--- config.mk ---
export PLATFORM = sky130hd
export DESIGN_NAME = avaliador_de_comandos
export DESIGN_NICKNAME = d
export VERILOG_FILES = /design/src/rtl/pacote_ritmo.sv /design/src/rtl/detector_de_borda.sv /design/src/rtl/avaliador_de_comandos.sv
export SDC_FILE = /design/constraint.sdc
export NUM_CORES = 1
export LEC_CHECK = 0
export CAP_MARGIN = 20
export CORE_UTILIZATION = 59
export DETAILED_ROUTE_END_ITERATION = 7
export PLACE_DENSITY_LB_ADDON = 0.3
export SLEW_MARGIN = 20
export SYNTH_ARGS = -nofsm -noshare
export SYNTH_HDL_FRONTEND = slang
export SYNTH_SLANG_ARGS = --single-unit
export TNS_END_PERCENT = 20
--- constraint.sdc ---
create_clock -name clk -period 4.4 [get_ports clk]
set_input_delay 0.88 -clock clk [delete_from_list [all_inputs] [get_ports clk]]
set_output_delay 0.88 -clock clk [all_outputs]
set_load 0.02 [all_outputs]
--- src/rtl/pacote_ritmo.sv ---
// Shared definitions for the rhythm game: FSM states, command codes and scoring rules.
// Score increments grow with the current hit streak and the total saturates at 1023.
package pacote_ritmo;

   typedef enum logic [2:0] {
      EstOcioso,
      EstPedir,
      EstEspera,
      EstJanela,
      EstFim
   } estado_t;

   localparam logic [3:0] REPOUSO  = 4'd0;
   localparam logic [3:0] CIMA     = 4'd1;
   localparam logic [3:0] BAIXO    = 4'd2;
   localparam logic [3:0] ESQUERDA = 4'd4;
   localparam logic [3:0] DIREITA  = 4'd8;

   localparam logic [9:0] INC_BASE  = 10'd1;
   localparam logic [9:0] INC_MEDIO = 10'd2;
   localparam logic [9:0] INC_ALTO  = 10'd4;

   localparam logic [7:0] LIMIAR_MEDIO = 8'd4;
   localparam logic [7:0] LIMIAR_ALTO  = 8'd8;

   localparam logic [9:0] PONTUACAO_MAX = 10'd1023;
   localparam logic [7:0] SEQUENCIA_MAX = 8'd255;

   // Streak is the value before the current hit is counted.
   function automatic logic [9:0] somar_pontos(input logic [9:0] pontos,
                                               input logic [7:0] seq);
      logic [9:0]  inc;
      logic [10:0] soma;
      if (seq < LIMIAR_MEDIO) begin
         inc = INC_BASE;
      end else if (seq < LIMIAR_ALTO) begin
         inc = INC_MEDIO;
      end else begin
         inc = INC_ALTO;
      end
      soma = {1'b0, pontos} + {1'b0, inc};
      return soma[10] ? PONTUACAO_MAX : soma[9:0];
   endfunction

endpackage

--- src/rtl/detector_de_borda.sv ---
// Rising-edge detector for the synchronized player buttons.
// A button held high produces a single press on the cycle it rises.
module detector_de_borda #(
   parameter int unsigned LARGURA = 4
) (
   input  logic               clk,
   input  logic               rst,
   input  logic [LARGURA-1:0] botoes,
   output logic [LARGURA-1:0] press
);

   logic [LARGURA-1:0] anterior_q;

   always_ff @(posedge clk or posedge rst) begin
      if (rst) begin
         anterior_q <= '0;
      end else begin
         anterior_q <= botoes;
      end
   end

   assign press = botoes & ~anterior_q;

endmodule

--- src/rtl/avaliador_de_comandos.sv ---
// Judges player button presses against the current command inside a timed window,
// keeping score, hit streak and lives, and requesting the next command after each window.
module avaliador_de_comandos
   import pacote_ritmo::*;
#(
   parameter int unsigned JANELA         = 25_000_000,
   parameter int unsigned VIDAS_INICIAIS = 3
) (
   input  logic       clk,
   input  logic       rst,
   input  logic       iniciar,
   input  logic [3:0] comando,
   input  logic       fim_de_jogo,
   input  logic [3:0] botoes,
   output logic       trocar_comando,
   output logic [9:0] pontuacao,
   output logic [7:0] sequencia,
   output logic [1:0] vidas,
   output logic       acerto,
   output logic       erro,
   output logic       jogo_ativo,
   output logic       game_over,
   output logic       vitoria
);

   localparam int unsigned LARGURA_CONT = (JANELA > 1) ? $clog2(JANELA) : 1;
   localparam logic [LARGURA_CONT-1:0] ULTIMO = LARGURA_CONT'(JANELA - 1);

   estado_t                 estado_q, estado_d;
   logic [9:0]              pont_q, pont_d;
   logic [7:0]              seq_q, seq_d;
   logic [1:0]              vidas_q, vidas_d;
   logic [LARGURA_CONT-1:0] cont_q, cont_d;
   logic                    go_q, go_d;
   logic                    vit_q, vit_d;
   logic [3:0]              press;
   logic                    acertou, errou;

   detector_de_borda #(
      .LARGURA (4)
   ) u_borda (
      .clk    (clk),
      .rst    (rst),
      .botoes (botoes),
      .press  (press)
   );

   always_ff @(posedge clk or posedge rst) begin
      if (rst) begin
         estado_q <= EstOcioso;
         pont_q   <= '0;
         seq_q    <= '0;
         vidas_q  <= '0;
         cont_q   <= '0;
         go_q     <= 1'b0;
         vit_q    <= 1'b0;
      end else begin
         estado_q <= estado_d;
         pont_q   <= pont_d;
         seq_q    <= seq_d;
         vidas_q  <= vidas_d;
         cont_q   <= cont_d;
         go_q     <= go_d;
         vit_q    <= vit_d;
      end
   end

   always_comb begin
      estado_d       = estado_q;
      pont_d         = pont_q;
      seq_d          = seq_q;
      vidas_d        = vidas_q;
      cont_d         = cont_q;
      go_d           = go_q;
      vit_d          = vit_q;
      trocar_comando = 1'b0;
      acertou        = 1'b0;
      errou          = 1'b0;

      unique case (estado_q)
         EstOcioso, EstFim: begin
            if (iniciar) begin
               pont_d   = '0;
               seq_d    = '0;
               vidas_d  = 2'(VIDAS_INICIAIS);
               go_d     = 1'b0;
               vit_d    = 1'b0;
               estado_d = EstPedir;
            end
         end
         EstPedir: begin
            trocar_comando = 1'b1;
            estado_d       = EstEspera;
         end
         EstEspera: begin
            if (fim_de_jogo) begin
               vit_d    = 1'b1;
               estado_d = EstFim;
            end else begin
               cont_d   = '0;
               estado_d = EstJanela;
            end
         end
         EstJanela: begin
            cont_d = cont_q + 1'b1;
            // A press in the final cycle is judged before the timeout.
            if (comando != REPOUSO && press != 4'd0) begin
               acertou = (press == comando);
               errou   = (press != comando);
            end else if (cont_q == ULTIMO) begin
               errou    = (comando != REPOUSO);
               estado_d = EstPedir;
            end
            if (acertou) begin
               pont_d   = somar_pontos(pont_q, seq_q);
               seq_d    = (seq_q == SEQUENCIA_MAX) ? seq_q : seq_q + 8'd1;
               estado_d = EstPedir;
            end
            if (errou) begin
               seq_d   = '0;
               vidas_d = vidas_q - 2'd1;
               if (vidas_q <= 2'd1) begin
                  vidas_d  = '0;
                  go_d     = 1'b1;
                  estado_d = EstFim;
               end else begin
                  estado_d = EstPedir;
               end
            end
         end
         default: estado_d = EstOcioso;
      endcase
   end

   assign pontuacao  = pont_q;
   assign sequencia  = seq_q;
   assign vidas      = vidas_q;
   assign acerto     = acertou;
   assign erro       = errou;
   assign game_over  = go_q;
   assign vitoria    = vit_q;
   assign jogo_ativo = (estado_q == EstPedir) || (estado_q == EstEspera) ||
                       (estado_q == EstJanela);

endmodule

; Word-level counts from Yosys, hierarchy flattened
; Index checks and enable logic that the tools add are counted.
; Widths: inputs -> output; s select.
[totals]
regBits = 54
inputBits = 12
out_inout_bits = 26
elab_cells = 93
[classes]
addsub = 4
order_cmp = 3
n_eq_ne = 18
muxes = 41
bitwise_logic = 2
reduce_logical = 17
[ops]
columns = op, count
row1 = $mux 10, 5
row2 = $pmux 25 s2, 1
row3 = $mux 8, 4
row4 = $mux 3, 9
row5 = $add 25x1->25 const B, 1
row6 = $eq 25x25->1 const B, 1
row7 = $mux 25, 1
row8 = $pmux 10 s2, 1
row9 = $pmux 8 s2, 1
row10 = $mux 1, 12
row11 = $ne 2x2->1 const B, 6
row12 = $pmux 3 s4, 1
row13 = $reduce_and 3->1, 4
row14 = $add 10x10->11, 1
row15 = $add 8x1->8 const B, 1
row16 = $eq 8x8->1 const B, 1
row17 = $lt 8x3->1 const B, 1
row18 = $lt 8x4->1 const B, 1
row19 = $ne 4x4->1 const B, 2
row20 = $reduce_and 4->1, 2
row21 = $reduce_bool 4->1, 2
row22 = $eq 3x2->1 const B, 2
row23 = $mux 2, 3
row24 = $ne 3x3->1 const B, 2
row25 = other kinds (16), 20

; Logic depth before layout (Yosys ltp)
; Gate-level depths: netlist (run 1).
[logic_depth]
depth_word = 12
ltp_mapped = 11
ltp_nobuf = 10

; Cells and area by module
; From an unflattened synthesis (run 1), not the netlist that was laid out.
[unflattened]
hier_cells = 307
hier_area_um2 = 2904.0
[by_module_without_submodules]
columns = mod, n_inst, cells_each, area_per_inst_um2
row1 = avaliador_de_comandos, 1, 298, 2745.1
row2 = detector_de_borda, 1, 9, 158.9

; Least setup slack after synthesis (run 1)
; OpenSTA, ideal clock, no wires.
[synth_timing]
kind = input port to output port
startpoint = input botoes[2]
endpoint = output acerto
arrival_time_ns = 2.412
t_required_ns = 3.520
slack_ns = 1.108
stages = 6
path_buffers = 2
path_cell_list = nor2b_1 -> or3_1 -> a211o_1 -> clkbuf_1 -> nor2_1 -> clkbuf_1
[synth_between]
elab_chain_cells = 6
[synth_rtl]
columns = item, line
row1 = from (decl), avaliador_de_comandos.sv:14  ; input logic [3:0] botoes,
row2 = $and 4x4->4 (*), detector_de_borda.sv:22  ; assign press = botoes & ~anterior_q;
row3 = $reduce_bool 4->1, avaliador_de_comandos.sv:107  ; if (comando != REPOUSO && press != 4'd0) begin
row4 = $logic_and 1x1->1, avaliador_de_comandos.sv:107
row5 = $mux 1 (*), avaliador_de_comandos.sv:107
row6 = $mux 1 (*) (2 in a row), avaliador_de_comandos.sv:80  ; unique case (estado_q)
row7 = to (decl), avaliador_de_comandos.sv:19  ; output logic acerto,
; Every way passes the cells marked *; elsewhere a longest branch is shown, timed or not. The select of a mux whose other input is x is not followed.

; Final worst setup path (run 1)
[layout_timing]
startpoint = input botoes[2]
endpoint = output erro
[layout_between]
elab_chain_cells = 6
[layout_rtl]
columns = item, line
row1 = $and 4x4->4 (*), detector_de_borda.sv:22
row2 = $reduce_bool 4->1, avaliador_de_comandos.sv:107
row3 = $logic_and 1x1->1, avaliador_de_comandos.sv:107
row4 = $mux 1 (*), avaliador_de_comandos.sv:107
row5 = $mux 1 (*) (2 in a row), avaliador_de_comandos.sv:80
row6 = to (decl), avaliador_de_comandos.sv:20  ; output logic erro,
; Marks and branches as above.

==> results of run 1 <==
## cells by family (layout without fill, tap and decap cells)
kind of cell / after synthesis / in the layout / share of synthesized area (%)
buf+inv: 17 / 55 / 2.502
compound gates: 80 / 80 / 18.00
fa+ha+maj: 6 / 6 / 2.897
mux: 6 / 6 / 2.107
flops: 54 / 54 / 47.41
xor+xnor: 4 / 4 / 1.229
simple gates: 140 / 140 / 25.86
## power groups by stage
| stage | sequential [µW] | combinational [µW] | clock, µW |
|---|---|---|---|
| finish | 623 | 323 | 406 |
| floorplan | 613 | 224 | 0 |
| global placement | 627 | 314 | 0 |
| detailed placement | 630 | 323 | 0 |
| global route | 631 | 356 | 426 |
| CTS | 621 | 324 | 408 |
## stage by stage
| step | cell area, µm² | utilization [%] |
|---|---|---|
| global placement | 3267 | 72.53 |
| CTS | 3410 | 75.69 |
| global route | 3410 | 75.69 |
| floorplan | 2850 | - |
| detailed placement | 3267 | 72.53 |
| finish | 3410 | 75.69 |
## sequential cells by signal, indices dropped and copies added (netlist names)
signal,cells
cont_q,25
estado_q,3
game_over,1
pontuacao,10
sequencia,8
u_borda.anterior_q,4
vidas,2
vitoria,1
## cell usage in the layout (no fill, tap or decap), drive strengths merged, types with 3 or more instances in the layout
cell           count
nor3               7
o31ai             10
clkdlybuf4s50     37
mux2i              6
nor2b              5
nand4              5
nand2             36
inv                6
dfrtp             54
nor2              22
o21ai             27
and3               8
ha                 5
clkbuf             6
buf                4
a21oi             13
or4                4
nor4               5
nand3             27
o211ai             8
nand3b             4
nand4b             3
xnor2              3
a31oi              7
## worst min path at each step
stage | start | end | slack (ps) | cells after the start
after CTS | cont_q[10] | cont_q[10] | 500 | 1
final | cont_q[10] | cont_q[10] | 490 | 1
after floorplan | cont_q[14] | cont_q[14] | 440 | 1
after global routing | cont_q[10] | cont_q[10] | 510 | 1
after global placement | cont_q[14] | cont_q[14] | 470 | 1
after detailed placement | cont_q[10] | cont_q[10] | 490 | 1
## layer usage
| metal | track usage [%] | vias up |
|---|---|---|
| li1 | - | 1220 |
| met1 | 36.41 | 1266 |
| met2 | 42.86 | 69 |
| met3 | 4.641 | 10 |
| met4 | 8.279 | 0 |
| met5 | 0 | - |
## worst max-delay path, cell delays in order
cell	delay [ps]
clkdlybuf4s50_1	430
nor2b_1	160
nor4_1	430
a211o_1	360
o211ai_1	170
inv_1	90
clkdlybuf4s50_1	600
## layout make-up
class	count	share of cell area, %
well taps	52	1.908
clock buffers	6	2.422
clock inverters	2	1.761
inverters	6	0.6606
flip-flops and latches	54	39.63
repair buffers	41	11.74
multi-input cells	236	41.87
==> metrics.md, run 1 <==
| Metric | Value |
|---|---|
| Reg2reg end | sequencia[1] |
| Tcrit/Tclk final | 90.95% |
| Min Clock Period, post-route | about 4000 ps |
| Synth cell types | 51 |
| CP required | between 3000 and 4000 ps |
| Reg-to-Reg Start | estado_q[1] |
| RD Place Congestion | 0.8329 |
| Share of cells above drive strength 1 | 6.087% |
| Die W | 71.51 µm |
| CP arrival | between 3000 and 4000 ps |
| Design Power | 1352 µW |
| Post-synthesis cell area | between 0.002 and 0.003 mm² |
| DRT Wirelength | between 6 and 7 mm |
| DR vias/cell | 6.461 |
| Top_reg_cell synth | dfrtp_1 |
| H-tree levels | 2 |
| Ys async rst share | between 90% and 100% |
| Post-CTS sizing | 0 |
| Post-synth EDFFs | 0 |
| CTS tree | done |
| Reg2reg path depth | 6 |
| Sw Share | around a third |
| Num rows | 24 |
| Worst setup path end | erro |
| CP startpoint | botoes[2] |
| Setup WS pre-CTS | 418.8 ps |
| Synth area leader | dfrtp_1 |
| Routed wl met2 | approximately 3.1 mm |
| Clk sinks | 54 |
| Power per Cell Area | between 300 and 400 mW/mm² |
| Clock share of power | 30.1% |
| Reg area | approximately 0.0014 mm² |
| First-pass GRT wire length | 10.53 mm |
| Fin worst setup slack | around 400 ps |
| Core area | 0.004504 mm² |
| Relative slew slack | between 30% and 40% |
| Syn Inst Count | ~310 |
| Reg2Reg Setup Slack | about 1400 ps |
| Die ar. | between 0.005 and 0.006 mm² |
| Internal power | just over 900 µW |
| Top-count cell post-synth | dfrtp_1 |
| Routed length per placed instance | between 15 and 20 µm |
| Met3 wire len | between 300 and 400 µm |
| # Post-CTS Setup Buffers | 0 |
| Total CTS buffers | 5 |
| Worst setup SP type | primary input |
| Initial antenna violation count | 0 |
| Sequential Power Share | a little under half |
| Largest net degree at the start of global routing | 40 |
| Least-Margin Pin Slew | around 1000 ps |
| Post-Syn Nets | 325 |
| Initial core utilization | 63.28% |
| Max-cap violations | 0 |
| Area of the multi-input gates | 0.001428 mm² |
| Worst-skew pair later-pin latency | approximately 310 ps |
| HPWL after DPL | 4.458 mm |
| IR drop worst, VDD | about 230 µV |
| Hold/Removal Path Class | flip-flop to flip-flop |
| Fin Hold WS | around 490 ps |
| Total inserted antenna cells | 0 |
| Ys Warns | 0 |
| # fillers | ~330 |
| Post-synth top area share | 47.41% |
| Fmax | roughly 0.25 GHz |
| TritonRoute pass-1 iters | 4 |
| Outcome | complete, no violations |
| Seq/Total Area, Yosys | a little under half |
| LEAKAGE | around 0.0014 µW |
| Fin. Hold Viols | 0 |
| Hold-fix buffer count after cts | 0 |
| # setup viols final | 0 |
| Routed Antenna Nets | 0 |
| Placed cells | ~400 |
| Peak fanout along the critical path | 9 |
| Drt initial violations | around 200 |
| Crit path capture type | primary output |
| M1 WL | 2.868 mm |
| Final Skew | ~7.2 ps |
| Critical Setup Path Class | primary input to primary output |
| Root Buffer | clkbuf_8 |
| Number of remaining DRC errors | 0 |
| Height of the die | 71.51 µm |
| GRT Total Usage | between 20% and 30% |
| Clock-pin transition on the worst setup and hold timing paths | about 90 ps |
| Max layer used | met4 |
| Combinational share of power | about a quarter |
| RSZ-0062 raised after global routing | false |
| Largest cells by area after synthesis | dfrtp_1, nand2_1, nand3_1 |
| Max Slew Vio Count | 0 |
| Synthesized area per cell | between 9 and 10 µm² |
| Area Growth Syn to Fin | 19.62% |
| GRT overflow | 0 |
| Synth Register Bits | 54 |
| IO Pins | 38 |
| Via count | ~2600 |
| IO buf count | 37 |
| TNS Setup | 0 ps |
| Top cells by count, synth | dfrtp_1, nand2_1, nand3_1 |
| Final Non-Filler Cells | between 300 and 400 |
| Final nets | approximately 360 |
| Clock Tree Buf Depth | 2 |
| P_sw | 429.1 µW |
| Vias in the first global route | approximately 2300 |
Power figures use the tool's default switching activity.
==> inputs of run 2 (changes only) <==
Settings changed: ABC_AREA from default to 0, CTS_CLUSTER_DIAMETER from default to 80.
==> results of run 2 <==
Final layout, timing and power as in run 1 (identical DEF).
==> inputs of run 3 (changes only) <==
Settings changed: CAP_MARGIN 20 to 15, RECOVER_POWER from default to 100.
==> metrics.md, run 3 (synthesized netlist as in run 1, its figures left out) <==
| Metric | Value |
|---|---|
| Clock share of power | 30.3% (was 30.1%) |
| Worst setup SP type | primary input (unchanged) |
| Vias in the first global route | 2347 (unchanged) |
| Combinational share of power | 23.3% (was 23.9%) |
| GRT Total Usage | 26.34% (unchanged) |
| Least-Margin Pin Slew | 1420 ps (was 1000 ps) |
| Total inserted antenna cells | 0 (unchanged) |
| GRT overflow | 0 (unchanged) |
| H-tree levels | 2 (unchanged) |
| DRT Wirelength | 6.401 mm (was 6.398 mm) |
| Worst-path cell chain | dlygate4sd3_1, nor2b_1, nor4_1, a211o_1, o211ai_1, inv_1, clkdlybuf4s50_1 (was clkdlybuf4s50_1, nor2b_1, nor4_1, a211o_1, o211ai_1, inv_1, clkdlybuf4s50_1) |
| Core area | 0.004504 mm² (unchanged) |
| IO buf count | 37 (unchanged) |
| Slowest cell on crit path | clkdlybuf4s50_1 (unchanged) |
| Via count | 2574 (was 2565) |
| Family with the most delay on the worst path | buffers and inverters (unchanged) |
| Max Slew Vio Count | 0 (unchanged) |
| # Post-CTS Setup Buffers | 0 (unchanged) |
| CTS tree | done (unchanged) |
| TNS Setup | 0 ps (unchanged) |
| Critical Setup Path Class | primary input to primary output (unchanged) |
| Largest net degree at the start of global routing | 40 (unchanged) |
| Drt initial violations | 188 (was 202) |
| Power per Cell Area | 394.2 mW/mm² (was 396.4 mW/mm²) |
| Area Growth Syn to Fin | 19.23% (was 19.62%) |
| Fmax | 0.2426 GHz (was 0.2499 GHz) |
| Fin. Hold Viols | 0 (unchanged) |
| DR vias/cell | 6.484 (was 6.461) |
| # setup viols final | 0 (unchanged) |
| IO Pins | 38 (unchanged) |
| Root Buffer | clkbuf_8 (unchanged) |
| RSZ-0062 raised after global routing | false (unchanged) |
| TritonRoute pass-1 iters | 4 (unchanged) |
| Slowest stage delay, CP | 610 ps (was 600 ps) |
| Relative slew slack | 5.226% (was 32.80%) |
| Num rows | 24 (unchanged) |
| Design Power | 1340 µW (was 1352 µW) |
| LEAKAGE | 0.001490 µW (was 0.001427 µW) |
| Number of remaining DRC errors | 0 (unchanged) |
| Min Clock Period, post-route | 4122 ps (was 4002 ps) |
| Die W | 71.51 µm (unchanged) |
| Total CTS buffers | 5 (unchanged) |
| Clk sinks | 54 (unchanged) |
| Internal power | 911.3 µW (was 922.5 µW) |
| Clock-pin transition on the worst setup and hold timing paths | 90 ps (about the same) |
| First-pass GRT wire length | 10.53 mm (unchanged) |
| Final nets | 362 (unchanged) |
| Hold/Removal Path Class | flip-flop to flip-flop (unchanged) |
| Initial antenna violation count | 0 (unchanged) |
| Post-CTS sizing | 0 (unchanged) |
| Max FFs per register | 25 (unchanged) |
| Max-cap violations | 0 (unchanged) |
| Initial core utilization | 63.28% (unchanged) |
| Buf+Inv Stages, Crit Path | 3 (unchanged) |
| Most frequent cells in the layout | dfrtp_1, nand2_1, dlygate4sd3_1, nand3_1, o21ai_0 (was dfrtp_1, clkdlybuf4s50_1, nand2_1, nand3_1, o21ai_0) |
| Sequential Power Share | 46.4% (was 46.1%) |
| Sw Share | 31.97% (was 31.75%) |
| Final Skew | 7.042 ps (was 7.242 ps) |
| CP arrival | 3240 ps (was 3120 ps) |
| Top reg by flops | cont_q (unchanged) |
| Height of the die | 71.51 µm (unchanged) |
| Post-DP Area | 0.003267 mm² (unchanged) |
| Routed length per placed instance | 16.12 µm (about the same) |
| Design Area, Final | 0.003398 mm² (was 0.003410 mm²) |
| Crit path capture type | primary output (unchanged) |
| Hold-fix buffer count after cts | 0 (unchanged) |
| IR drop worst, VDD | 233.0 µV (about the same) |
| Worst-skew pair later-pin latency | 310 ps (about the same) |
| Clock Tree Buf Depth | 2 (unchanged) |
| P_sw | 428.2 µW (was 429.1 µW) |
| HPWL after DPL | 4.458 mm (unchanged) |
| Peak fanout along the critical path | 9 (unchanged) |
| Tcrit/Tclk final | 93.68% (was 90.95%) |
| Routed Antenna Nets | 0 (unchanged) |
| RD Place Congestion | 0.8329 (unchanged) |
| Die ar. | 0.005113 mm² (unchanged) |
| CP required | 3520 ps (about the same) |
| Share of cells above drive strength 1 | 4.928% (was 6.087%) |
| Commonest non-fill, non-tap cell in the layout | dfrtp_1 (unchanged) |
| Outcome | complete, no violations (unchanged) |
==> run 3: cell types whose count changed in the layout (fill, tap and decap cells not counted) <==
cell / change
buf_4: -3
dlygate4sd3_1: +31
clkbuf_1: +3
inv_2: -1
clkdlybuf4s50_1: -31
inv_1: +1
==> run 3: routing by layer <==
layer,up-vias,wire [µm],track usage [%]
met5,-,0,0
met4,0,72,8.279
met3,6,239,4.641
met2,62,3126,42.86
met1,1285,2964,36.41
li1,1221,-,-
==> run 3: worst reg2reg max path, delay by kind of cell (launching register included) <==
family,cells,cell delay [ps]
flops,1,510
compound gates,2,390
simple gates,4,2030
==> run 3: final cells by class <==
type	count	area, µm²
clock buffer	6	82.58
fill	331	1106
sequential	54	1351
timing repair buffer	41	389.1
multi-input combinational	236	1428
tap	52	65.06
inverter	6	22.52
clock inverter	2	60.06
==> run 3: through the flow <==
stage / hold slack, ps / cells / setup slack [ps] / util, %
floorplan: 444.7 / 307 / 1108 / -
global placement: 468.9 / 389 / 514.5 / 72.53
detailed placement: 486.9 / 389 / 418.8 / 72.53
CTS: 499.5 / 397 / 399.1 / 75.69
global route: 511.7 / 397 / 148.0 / 75.44
finish: 492.4 / 397 / 278.1 / 75.44
==> run 3: power groups by stage <==
stage | logic [µW] | registers (µW) | clock network (µW)
5_1_grt | 345 | 631 | 426
3_3_place_gp | 314 | 627 | 0
4_1_cts | 324 | 621 | 408
2_1_floorplan | 224 | 613 | 0
3_5_place_dp | 323 | 630 | 0
6_report | 312 | 622 | 406
==> run 3: worst paths after layout <==
check                            startpoint      endpoint  slack, ps  cells after the start
worst max register to register  estado_q[1]  sequencia[3]       1390                      6
worst max-delay path              botoes[3]          erro        280                      7
min in group asynchronous               rst    cont_q[15]       1420                      2
max in group asynchronous               rst    cont_q[11]       1550                      3
worst min-delay path             cont_q[10]    cont_q[10]        490                      1
worst min register to register   cont_q[10]    cont_q[10]        490                      1
